## src/rtl/mem_port_arbiter_pkg.sv

```systemverilog
// mem_arb_defs: shared definitions for the memory port arbiter.
//   state_t   : arbiter FSM state encoding (IDLE / BUSY0 / BUSY1)
//   REQ_FETCH : requester id 0 (instruction fetch)
//   REQ_LDST  : requester id 1 (load-store)
package mem_arb_defs;

   typedef enum logic [1:0] {
      IDLE  = 2'd0,
      BUSY0 = 2'd1,
      BUSY1 = 2'd2
   } state_t;

   localparam logic REQ_FETCH = 1'b0;
   localparam logic REQ_LDST  = 1'b1;

endpackage

```

## src/rtl/mem_port_arbiter_if.sv

```systemverilog
// mem_port_arbiter_if: requester and shared-memory signals of the arbiter.
//   Requester side : req0/1, addr0/1, wdata0/1, we0/1 in; gnt0/1, done0/1, rdata out
//   Memory side    : mem_valid, mem_addr, mem_wdata, mem_we out; mem_ready, mem_rdata in
//   modport slave  : the arbiter's view
//   modport master : the environment's view (requesters + memory)
interface mem_port_arbiter_if #(
   parameter int unsigned AW = 32,
   parameter int unsigned DW = 32
);
   logic          req0;
   logic          req1;
   logic [AW-1:0] addr0;
   logic [AW-1:0] addr1;
   logic [DW-1:0] wdata0;
   logic [DW-1:0] wdata1;
   logic          we0;
   logic          we1;
   logic          gnt0;
   logic          gnt1;
   logic          done0;
   logic          done1;
   logic [DW-1:0] rdata;
   logic          mem_valid;
   logic [AW-1:0] mem_addr;
   logic [DW-1:0] mem_wdata;
   logic          mem_we;
   logic          mem_ready;
   logic [DW-1:0] mem_rdata;

   modport slave (
      input  req0, req1, addr0, addr1, wdata0, wdata1, we0, we1,
      input  mem_ready, mem_rdata,
      output gnt0, gnt1, done0, done1, rdata,
      output mem_valid, mem_addr, mem_wdata, mem_we
   );

   modport master (
      output req0, req1, addr0, addr1, wdata0, wdata1, we0, we1,
      output mem_ready, mem_rdata,
      input  gnt0, gnt1, done0, done1, rdata,
      input  mem_valid, mem_addr, mem_wdata, mem_we
   );

endinterface

```

## src/rtl/mem_port_arbiter_mux2_1.sv

```systemverilog
// mux2_1: W-bit 2:1 multiplexer (default 32 bits).
//   sel : 0 selects in0, 1 selects in1
//   in0, in1 : data inputs; out : selected data
module mux2_1 #(
   parameter int unsigned W = 32
) (
   input  logic         sel,
   input  logic [W-1:0] in0,
   input  logic [W-1:0] in1,
   output logic [W-1:0] out
);

   assign out = sel ? in1 : in0;

endmodule

```

## src/rtl/mem_port_arbiter.sv

```systemverilog
// mem_port_arbiter: shares one memory port between a fetch requester (0)
// and a load-store requester (1). Round-robin arbitration by default;
// define MEM_PORT_ARBITER_FIXED_PRIO_EN to make requester 0 always win ties.
//   clk, reset : rising-edge clock, synchronous active-high reset
//   bus        : mem_port_arbiter_if.slave (requester + memory signals)
// gnt/done pulse in the cycle the memory asserts mem_ready; rdata shows
// mem_rdata during that cycle and holds the captured value afterwards.
import mem_arb_defs::*;

module mem_port_arbiter #(
   parameter int unsigned AW = 32,
   parameter int unsigned DW = 32
) (
   input  logic                clk,
   input  logic                reset,
   mem_port_arbiter_if.slave   bus
);

   state_t        state;
   logic          sel_q;
   logic [AW-1:0] cmd_addr;
   logic [DW-1:0] cmd_wdata;
   logic          cmd_we;
   logic [DW-1:0] rdata_q;
   logic          win;
   logic          ready_hit;
   logic [AW+DW:0] cmd_next;

`ifndef MEM_PORT_ARBITER_FIXED_PRIO_EN
   logic          last_gnt;
`endif

   // Winner of the current IDLE cycle; this is the value loaded into sel_q.
   always_comb begin
      win = REQ_LDST;
`ifdef MEM_PORT_ARBITER_FIXED_PRIO_EN
      if (bus.req0) win = REQ_FETCH;
`else
      if (bus.req0 && bus.req1) win = ~last_gnt;
      else if (bus.req0)        win = REQ_FETCH;
`endif
   end

   // Steers the winning requester's command into the command register.
   mux2_1 #(.W(AW + DW + 1)) u_cmd_mux (
      .sel (win),
      .in0 ({bus.addr0, bus.wdata0, bus.we0}),
      .in1 ({bus.addr1, bus.wdata1, bus.we1}),
      .out (cmd_next)
   );

   // Completion is suppressed while reset is high so an abandoned
   // transaction can never produce a done pulse.
   assign ready_hit = !reset && (state != IDLE) && bus.mem_ready;

   always_ff @(posedge clk) begin
      if (reset) begin
         state     <= IDLE;
         sel_q     <= REQ_FETCH;
         cmd_addr  <= '0;
         cmd_wdata <= '0;
         cmd_we    <= 1'b0;
         rdata_q   <= '0;
`ifndef MEM_PORT_ARBITER_FIXED_PRIO_EN
         last_gnt  <= REQ_LDST;
`endif
      end else begin
         case (state)
            IDLE: begin
               if (bus.req0 || bus.req1) begin
                  state <= (win == REQ_LDST) ? BUSY1 : BUSY0;
                  sel_q <= win;
                  {cmd_addr, cmd_wdata, cmd_we} <= cmd_next;
               end
            end
            BUSY0, BUSY1: begin
               if (bus.mem_ready) begin
                  state   <= IDLE;
                  cmd_we  <= 1'b0;
                  rdata_q <= bus.mem_rdata;
`ifndef MEM_PORT_ARBITER_FIXED_PRIO_EN
                  last_gnt <= sel_q;
`endif
               end
            end
            default: state <= IDLE;
         endcase
      end
   end

   assign bus.mem_valid = (state != IDLE);
   assign bus.mem_addr  = cmd_addr;
   assign bus.mem_wdata = cmd_wdata;
   assign bus.mem_we    = cmd_we;
   assign bus.gnt0      = ready_hit && (sel_q == REQ_FETCH);
   assign bus.gnt1      = ready_hit && (sel_q == REQ_LDST);
   assign bus.done0     = ready_hit && (sel_q == REQ_FETCH);
   assign bus.done1     = ready_hit && (sel_q == REQ_LDST);
   assign bus.rdata     = ready_hit ? bus.mem_rdata : rdata_q;

endmodule

```

## src/flat_wrapper.sv

```systemverilog
// flat-port wrapper written by rule: the top's interface ports become plain ports
module mem_port_arbiter_flat 
#(
   parameter int unsigned AW = 32,
   parameter int unsigned DW = 32
)
  (clk, reset, bus_req0, bus_req1, bus_addr0, bus_addr1, bus_wdata0, bus_wdata1, bus_we0, bus_we1, bus_mem_ready, bus_mem_rdata, bus_gnt0, bus_gnt1, bus_done0, bus_done1, bus_rdata, bus_mem_valid, bus_mem_addr, bus_mem_wdata, bus_mem_we);
  mem_port_arbiter_if #(.AW(AW), .DW(DW)) bus_i ();
  input  logic clk;
  input  logic reset;
  input wire logic [$bits(bus_i.req0)-1:0] bus_req0;
  input wire logic [$bits(bus_i.req1)-1:0] bus_req1;
  input wire logic [$bits(bus_i.addr0)-1:0] bus_addr0;
  input wire logic [$bits(bus_i.addr1)-1:0] bus_addr1;
  input wire logic [$bits(bus_i.wdata0)-1:0] bus_wdata0;
  input wire logic [$bits(bus_i.wdata1)-1:0] bus_wdata1;
  input wire logic [$bits(bus_i.we0)-1:0] bus_we0;
  input wire logic [$bits(bus_i.we1)-1:0] bus_we1;
  input wire logic [$bits(bus_i.mem_ready)-1:0] bus_mem_ready;
  input wire logic [$bits(bus_i.mem_rdata)-1:0] bus_mem_rdata;
  output wire logic [$bits(bus_i.gnt0)-1:0] bus_gnt0;
  output wire logic [$bits(bus_i.gnt1)-1:0] bus_gnt1;
  output wire logic [$bits(bus_i.done0)-1:0] bus_done0;
  output wire logic [$bits(bus_i.done1)-1:0] bus_done1;
  output wire logic [$bits(bus_i.rdata)-1:0] bus_rdata;
  output wire logic [$bits(bus_i.mem_valid)-1:0] bus_mem_valid;
  output wire logic [$bits(bus_i.mem_addr)-1:0] bus_mem_addr;
  output wire logic [$bits(bus_i.mem_wdata)-1:0] bus_mem_wdata;
  output wire logic [$bits(bus_i.mem_we)-1:0] bus_mem_we;
  assign bus_i.req0 = bus_req0;
  assign bus_i.req1 = bus_req1;
  assign bus_i.addr0 = bus_addr0;
  assign bus_i.addr1 = bus_addr1;
  assign bus_i.wdata0 = bus_wdata0;
  assign bus_i.wdata1 = bus_wdata1;
  assign bus_i.we0 = bus_we0;
  assign bus_i.we1 = bus_we1;
  assign bus_i.mem_ready = bus_mem_ready;
  assign bus_i.mem_rdata = bus_mem_rdata;
  assign bus_gnt0 = bus_i.gnt0;
  assign bus_gnt1 = bus_i.gnt1;
  assign bus_done0 = bus_i.done0;
  assign bus_done1 = bus_i.done1;
  assign bus_rdata = bus_i.rdata;
  assign bus_mem_valid = bus_i.mem_valid;
  assign bus_mem_addr = bus_i.mem_addr;
  assign bus_mem_wdata = bus_i.mem_wdata;
  assign bus_mem_we = bus_i.mem_we;
  mem_port_arbiter #(.AW(AW), .DW(DW)) u_core (.clk(clk), .reset(reset), .bus(bus_i));
endmodule
```

## config.mk

```make
export PLATFORM = sky130hd
export DESIGN_NAME = mem_port_arbiter_flat
export DESIGN_NICKNAME = d
export VERILOG_FILES = /design/src/rtl/mem_port_arbiter_pkg.sv /design/src/rtl/mem_port_arbiter_if.sv /design/src/rtl/mem_port_arbiter_mux2_1.sv /design/src/rtl/mem_port_arbiter.sv /design/src/flat_wrapper.sv
export SDC_FILE = /design/constraint.sdc
export NUM_CORES = 1
export LEC_CHECK = 0
export CAP_MARGIN = 10
export CELL_PAD_IN_SITES_DETAIL_PLACEMENT = 1
export CELL_PAD_IN_SITES_GLOBAL_PLACEMENT = 1
export CORE_MARGIN = 2
export CORE_UTILIZATION = 27
export CTS_CLUSTER_DIAMETER = 30
export CTS_CLUSTER_SIZE = 16
export DETAILED_ROUTE_END_ITERATION = 7
export PLACE_DENSITY_LB_ADDON = 0.15
export REMOVE_ABC_BUFFERS = 1
export SETUP_SLACK_MARGIN = 0.05
export SYNTH_ARGS = -nofsm -noshare
export SYNTH_HDL_FRONTEND = slang
export SYNTH_SLANG_ARGS = --single-unit
```

## constraint.sdc

```tcl
create_clock -name clk -period 2.5 [get_ports clk]
set_input_delay 0.5 -clock clk [delete_from_list [all_inputs] [get_ports clk]]
set_output_delay 0.5 -clock clk [all_outputs]
set_load 0.1 [all_outputs]
```

## Yosys cells after proc, flatten, opt, wreduce, memory -nomap -nowiden

Cells that the tools add are included.

- Latch bits: 0
- RAM bits: 0
- Bits in registers: 101
- Memories: 0
- Bits of input ports: 167
- Output and inout port bits: 102
- Memory bits (read-only): 0

- $lt $le $gt $ge: 0
- Equality and inequality tests: 4
- Shifts and indexed selects: 0
- Add/subtract/negate cells: 0
- Reductions and logical operators: 15
- Multipliers: 0
- Bitwise gates (word level): 2
- Divide/modulo/power cells: 0
- Mux-type cells: 11

Operator list:

| cell | number |
|---|---|
| two-way mux 65 bit | 1 |
| two-way mux 32 bit | 1 |
| two-way mux 2 bit | 3 |
| AND reduction 2 bit | 3 |
| logical AND 1 bit | 5 |
| two-way mux 1 bit | 4 |
| case mux 2 bit (2 select lines) | 1 |
| nonzero test 2 bit | 2 |
| AND reduction 3 bit | 1 |
| == test 2 x 1 -> 1 bit, second input constant | 1 |
| == test 2 bit, second input constant | 1 |
| logical NOT 2 bit | 1 |
| != test 2 x 1 -> 1 bit, second input constant | 1 |
| != test 2 bit, second input constant | 1 |
| inverter 1 bit | 2 |
| case mux 1 bit (2 select lines) | 1 |
| OR reduction 2 bit | 1 |
| logical NOT 1 bit | 1 |
| logical OR 1 bit | 1 |

## Depth between registers and ports, before layout

- Word-level depth: 5
- Depth in mapped cells: 9

## By module

Synthesis repeated with hierarchy kept, for this count alone.

- Cell total of the unflattened synthesis: 565
- Area total of the unflattened synthesis: 5104.9 µm²

By module, submodules not included:

| module | area an instance (µm²) | seq. area each (µm²) | times used | cells each |
|---|---|---|---|---|
| mem_port_arbiter | 4112.7 | 2021.9 | 1 | 493 |
| mux2_1 | 992.2 | 0.0 | 1 | 72 |

## Worst setup path after synthesis

Ideal clock, no wire load.

- Path type: register to output
- From: register u_core.state[0]
- To: output bus_gnt0
- Slack: -1.449 ns
- Stages on the path, launching flop included: 10
- Path buffers: 4
- Arrival time: 3.449 ns
- Cells stage by stage: dfxtp_1 -> inv_1 -> ha_1 -> buf_4 -> inv_2 -> and3_1 -> buf_6 -> buf_6 -> nor2b_1 -> buf_4

- Cells in the longest elaborated chain, start to end: 4

RTL lines:

| item | line | RTL |
|---|---|---|
| from (decl) | mem_port_arbiter.sv:19 | `state_t state;` |
| from (signal assigned) | mem_port_arbiter.sv:71 | `state <= (win == REQ_LDST) ? BUSY1 : BUSY0;` |
| nonzero test 2 bit | n/a |  |
| net bus_mem_valid | flat_wrapper.sv:26 | `output wire logic [$bits(bus_i.mem_valid)-1:0] bus_mem_valid;` |
| logical AND 1 bit (2 in a row) | mem_port_arbiter.sv:54 | `assign ready_hit = !reset && (state != IDLE) && bus.mem_ready;` |
| logical AND 1 bit | mem_port_arbiter.sv:95 | `assign bus.gnt0 = ready_hit && (sel_q == REQ_FETCH);` |
| to (decl) | flat_wrapper.sv:21 | `output wire logic [$bits(bus_i.gnt0)-1:0] bus_gnt0;` |

The timed path passes the listed nets, and every way through them passes these cells.

## Worst setup path in the final report

- From: register u_core.state[1]
- To: output bus_rdata[4]

- Cells in the longest elaborated chain, start to end: 4

RTL lines:

| item | line | RTL |
|---|---|---|
| nonzero test 2 bit | mem_port_arbiter.sv:54 |  |
| logical AND 1 bit (2 in a row) | mem_port_arbiter.sv:54 |  |
| two-way mux 32 bit | mem_port_arbiter.sv:99 | `assign bus.rdata = ready_hit ? bus.mem_rdata : rdata_q;` |
| to (decl) | flat_wrapper.sv:25 | `output wire logic [$bits(bus_i.rdata)-1:0] bus_rdata;` |

No other way between the ends.

==> metrics.md <==
| Metric | Value |
|---|---|
| Via density per instance | `slightly above 5` |
| Drt wl/cell | `roughly 20 µm` |
| Antenna-violating nets left | `0` |
| Clock slew at reported path FFs | `~0.07 ns` |
| Critical Path Sink | `bus_rdata[4]` |
| Worst Path Max Fanout | `8` |
| I/O pin total | `269` |
| Nets | `924` |
| Leakage power | `a little over 3 nW` |
| Post-DP HPWL | `between 10,000 and 15,000 µm` |
| H-tree levels | `3` |
| Area delta synth->final | `74.3%` |
| Unique masters post-synth | `28` |
| Root Buffer Master | `clkbuf_16` |
| FF-to-FF path depth | `7` |
| Port-buffer cells | `268` |
| Die footprint | `0.0183 mm²` |
| Tmin final | `roughly 2.4 ns` |
| Via count | `between 5,000 and 6,000` |
| Worst Setup Start Kind | `flop` |
| Drt first pass iters | `4` |
| Register area share after synthesis | `43.5%` |
| Synthesized flop and latch total | `~100` |
| # rows | `47` |
| First-pass GRT wire length | `~29,000 µm` |
| Critical Path Start | `u_core.state[1]` |
| Antenna violations before repair | `2` |
| Total GRT Usage | `approximately 20%` |
| Initial DRC count | `around 200` |
| CP Capture Type | `primary output` |
| Final core occ | `48.5%` |
| Initial Util | `27.8%` |
| Status | `completed` |
| Final hold violation count | `0` |
| Final Wtd Congestion | `between 0.7 and 0.8` |
| DRC | `0` |
| # Max-Cap Violations | `0` |
| CTS tree | `yes` |
| Final TNS setup | `0 ns` |
| CTS Buf Count | `9` |
| Crit path DAT | `~1.9 ns` |
| RSZ-0062 raised after global routing | `yes` |
| Clk_skew | `approximately 0.0044 ns` |
| Clock Path Buffers | `2` |
| P per Cell Area | `~750 mW/mm²` |
| Core box area | `about 0.017 mm²` |
| Final wirelength | `around 19,000 µm` |
| Die width | `roughly 140 µm` |
| Total power draw | `slightly above 6 mW` |
| Endpoints failing setup | `0` |
| Overflow after GRT | `0` |
| Average size of a mapped cell | `approximately 9.0 µm²` |
| Reg2Reg Launch Point | `u_core.state[1]` |
| Hold crit path type | `in -> reg` |
| Largest net degree at the start of global routing | `between 50 and 60` |
| Worst path required time | `approximately 2 ns` |
| Synthesized area | `about 0.0046 mm²` |
| Number of global-route vias before repair | `5,165` |
| Syn Inst Count | `about 520` |
| Worst VDD drop | `0.306 mV` |
| Worst Max-Slew Pin Slew | `about 0.64 ns` |
| Flop2flop setup slack | `approximately 0.23 ns` |
| YS warnings | `0` |
| Tcrit/Tclk final | `between 90 and 100%` |
| Slew Viols, Final | `0` |
| Max_slew headroom | `a little under three fifths` |
| Die Y | `between 100 and 150 µm` |
| Max Clock Freq | `approximately 410 MHz` |
| Share of cells above drive strength 1 | `23.9%` |
| Worst R2R End | `u_core.state[0]` |
| Worst-Skew Late Latency | `0.34 ns` |
| WS Path Type | `reg -> out` |
| Hold-fix buffers at CTS | `0` |
| CTS sink cnt | `roughly 100` |
==> cell usage in the layout (no fill, tap or decap), drive strengths merged, types with 2 or more instances in the layout <==
cell type / Yosys / layout
clkdlybuf4s50: 0 / 164
buf: 42 / 122
dfxtp: 101 / 101
a21oi: 100 / 100
nand2: 68 / 68
nand3: 67 / 67
a32oi: 64 / 64
mux2: 32 / 32
clkbuf: 18 / 13
inv: 4 / 4
and2: 3 / 3
o21ai: 3 / 3
diode: 0 / 2
nor2: 2 / 2
bufinv: 0 / 2
nor2b: 2 / 2
nand2b: 2 / 2
==> metrics by stage <==
step / hold slack (ns) / std cells / area [µm²] / worst slack [ns]
2_1_floorplan: 0.426 / 456 / 4300 / -3.86
3_3_place_gp: 0.441 / 961 / 7650 / -0.0246
3_5_place_dp: 0.447 / 961 / 7650 / -0.0518
4_1_cts: 0.424 / 977 / 8020 / 0.0501
5_1_grt: 0.452 / 982 / 8100 / 0.0263
6_report: 0.440 / 982 / 8100 / 0.0821
==> cell usage after synthesis (all sizes together) <==
master  instances  area [µm²]
a22oi           1        7.51
nand2          68         255
nand3          67         335
and3            1        6.26
mux2           32         465
dfxtp         101        2020
inv             4        15.0
a21oi         100         500
o31ai           1        7.51
clkbuf         18        67.6
nand2b          2        12.5
a32oi          64         561
or3             1        6.26
nor3b           1        7.51
nor2b           2        12.5
a21boi          1        11.3
ha              1        12.5
and2            3        18.8
o21ai           3        26.3
nor2            2        7.51
o311ai          1        8.76
buf            42         279
==> layer usage <==
layer | share of wire, % | GRT usage, % | routed length, µm | up-vias
met5 | 0 | 0 | 0 | -
met4 | 3.3 | 9.20 | 630 | 0
met2 | 53 | 36.4 | 10200 | 174
met1 | 38 | 23.0 | 7360 | 2453
met3 | 5.6 | 3.97 | 1080 | 31
li1 | - | - | - | 2387
==> state kept, by name, summed over array words and instances (netlist names) <==
signal                count
u_core.bus.mem_addr      32
u_core.bus.mem_wdata     32
u_core.bus.mem_we         1
u_core.last_gnt           1
u_core.rdata_q           32
u_core.sel_q              1
u_core.state              2
==> how the worst min path moves through the flow <==
stage | startpoint | to | slack (ns) | cells past startpoint
CTS | reset | u_core.last_gnt | 0.42 | 3
floorplan | u_core.rdata_q[0] | u_core.rdata_q[0] | 0.43 | 2
global placement | u_core.rdata_q[14] | u_core.rdata_q[14] | 0.44 | 2
global route | reset | u_core.last_gnt | 0.45 | 3
finish | reset | u_core.last_gnt | 0.44 | 3
detailed placement | u_core.rdata_q[29] | u_core.rdata_q[29] | 0.45 | 2
==> report_power, final <==
part | total [mW] | leakage, nW | switching [mW] | internal [mW]
Combinational | 2.66 | 2.04 | 1.79 | 0.871
Sequential | 1.85 | 0.830 | 0.0916 | 1.76
Clock | 1.52 | 0.152 | 0.625 | 0.899
==> area by class of cell <==
cell class / count / area, µm²
fillers: 1839 / 8610
flip-flops and latches: 101 / 2020
clock inverters: 4 / 72.6
inverters: 4 / 17.5
repair buffers: 289 / 3150
diodes: 2 / 5.00
well taps: 220 / 275
clock buffers: 11 / 243
multi-input cells: 351 / 2310
==> worst max-delay path, stage by stage, from the launching register on <==
cell	delay, ns
dfxtp_2	0.34
inv_2	0.05
ha_4	0.16
inv_4	0.06
and3_4	0.28
clkbuf_16	0.20
mux2_4	0.32
buf_12	0.17
==> timing repair <==
item,in CTS,in global routing
gates resized for setup,12,6
setup endpoints to repair,36,38
buffers inserted,0,1
pin swaps,0,1
gates cloned,1,2
==> cell families (layout without fill, tap and decap cells) <==
kind of cell	Yosys count	after routing	synth area share [%]
multiplexers	32	32	10.0
other	0	2	0
AND/OR/NAND/NOR	147	147	14.2
flip-flops	101	101	43.5
AO/OA/AOI/OAI	171	171	24.2
adder cells (fa/ha/maj)	1	1	0.269
buffers and inverters	64	308	7.78
Power figures use the tool's default switching activity.
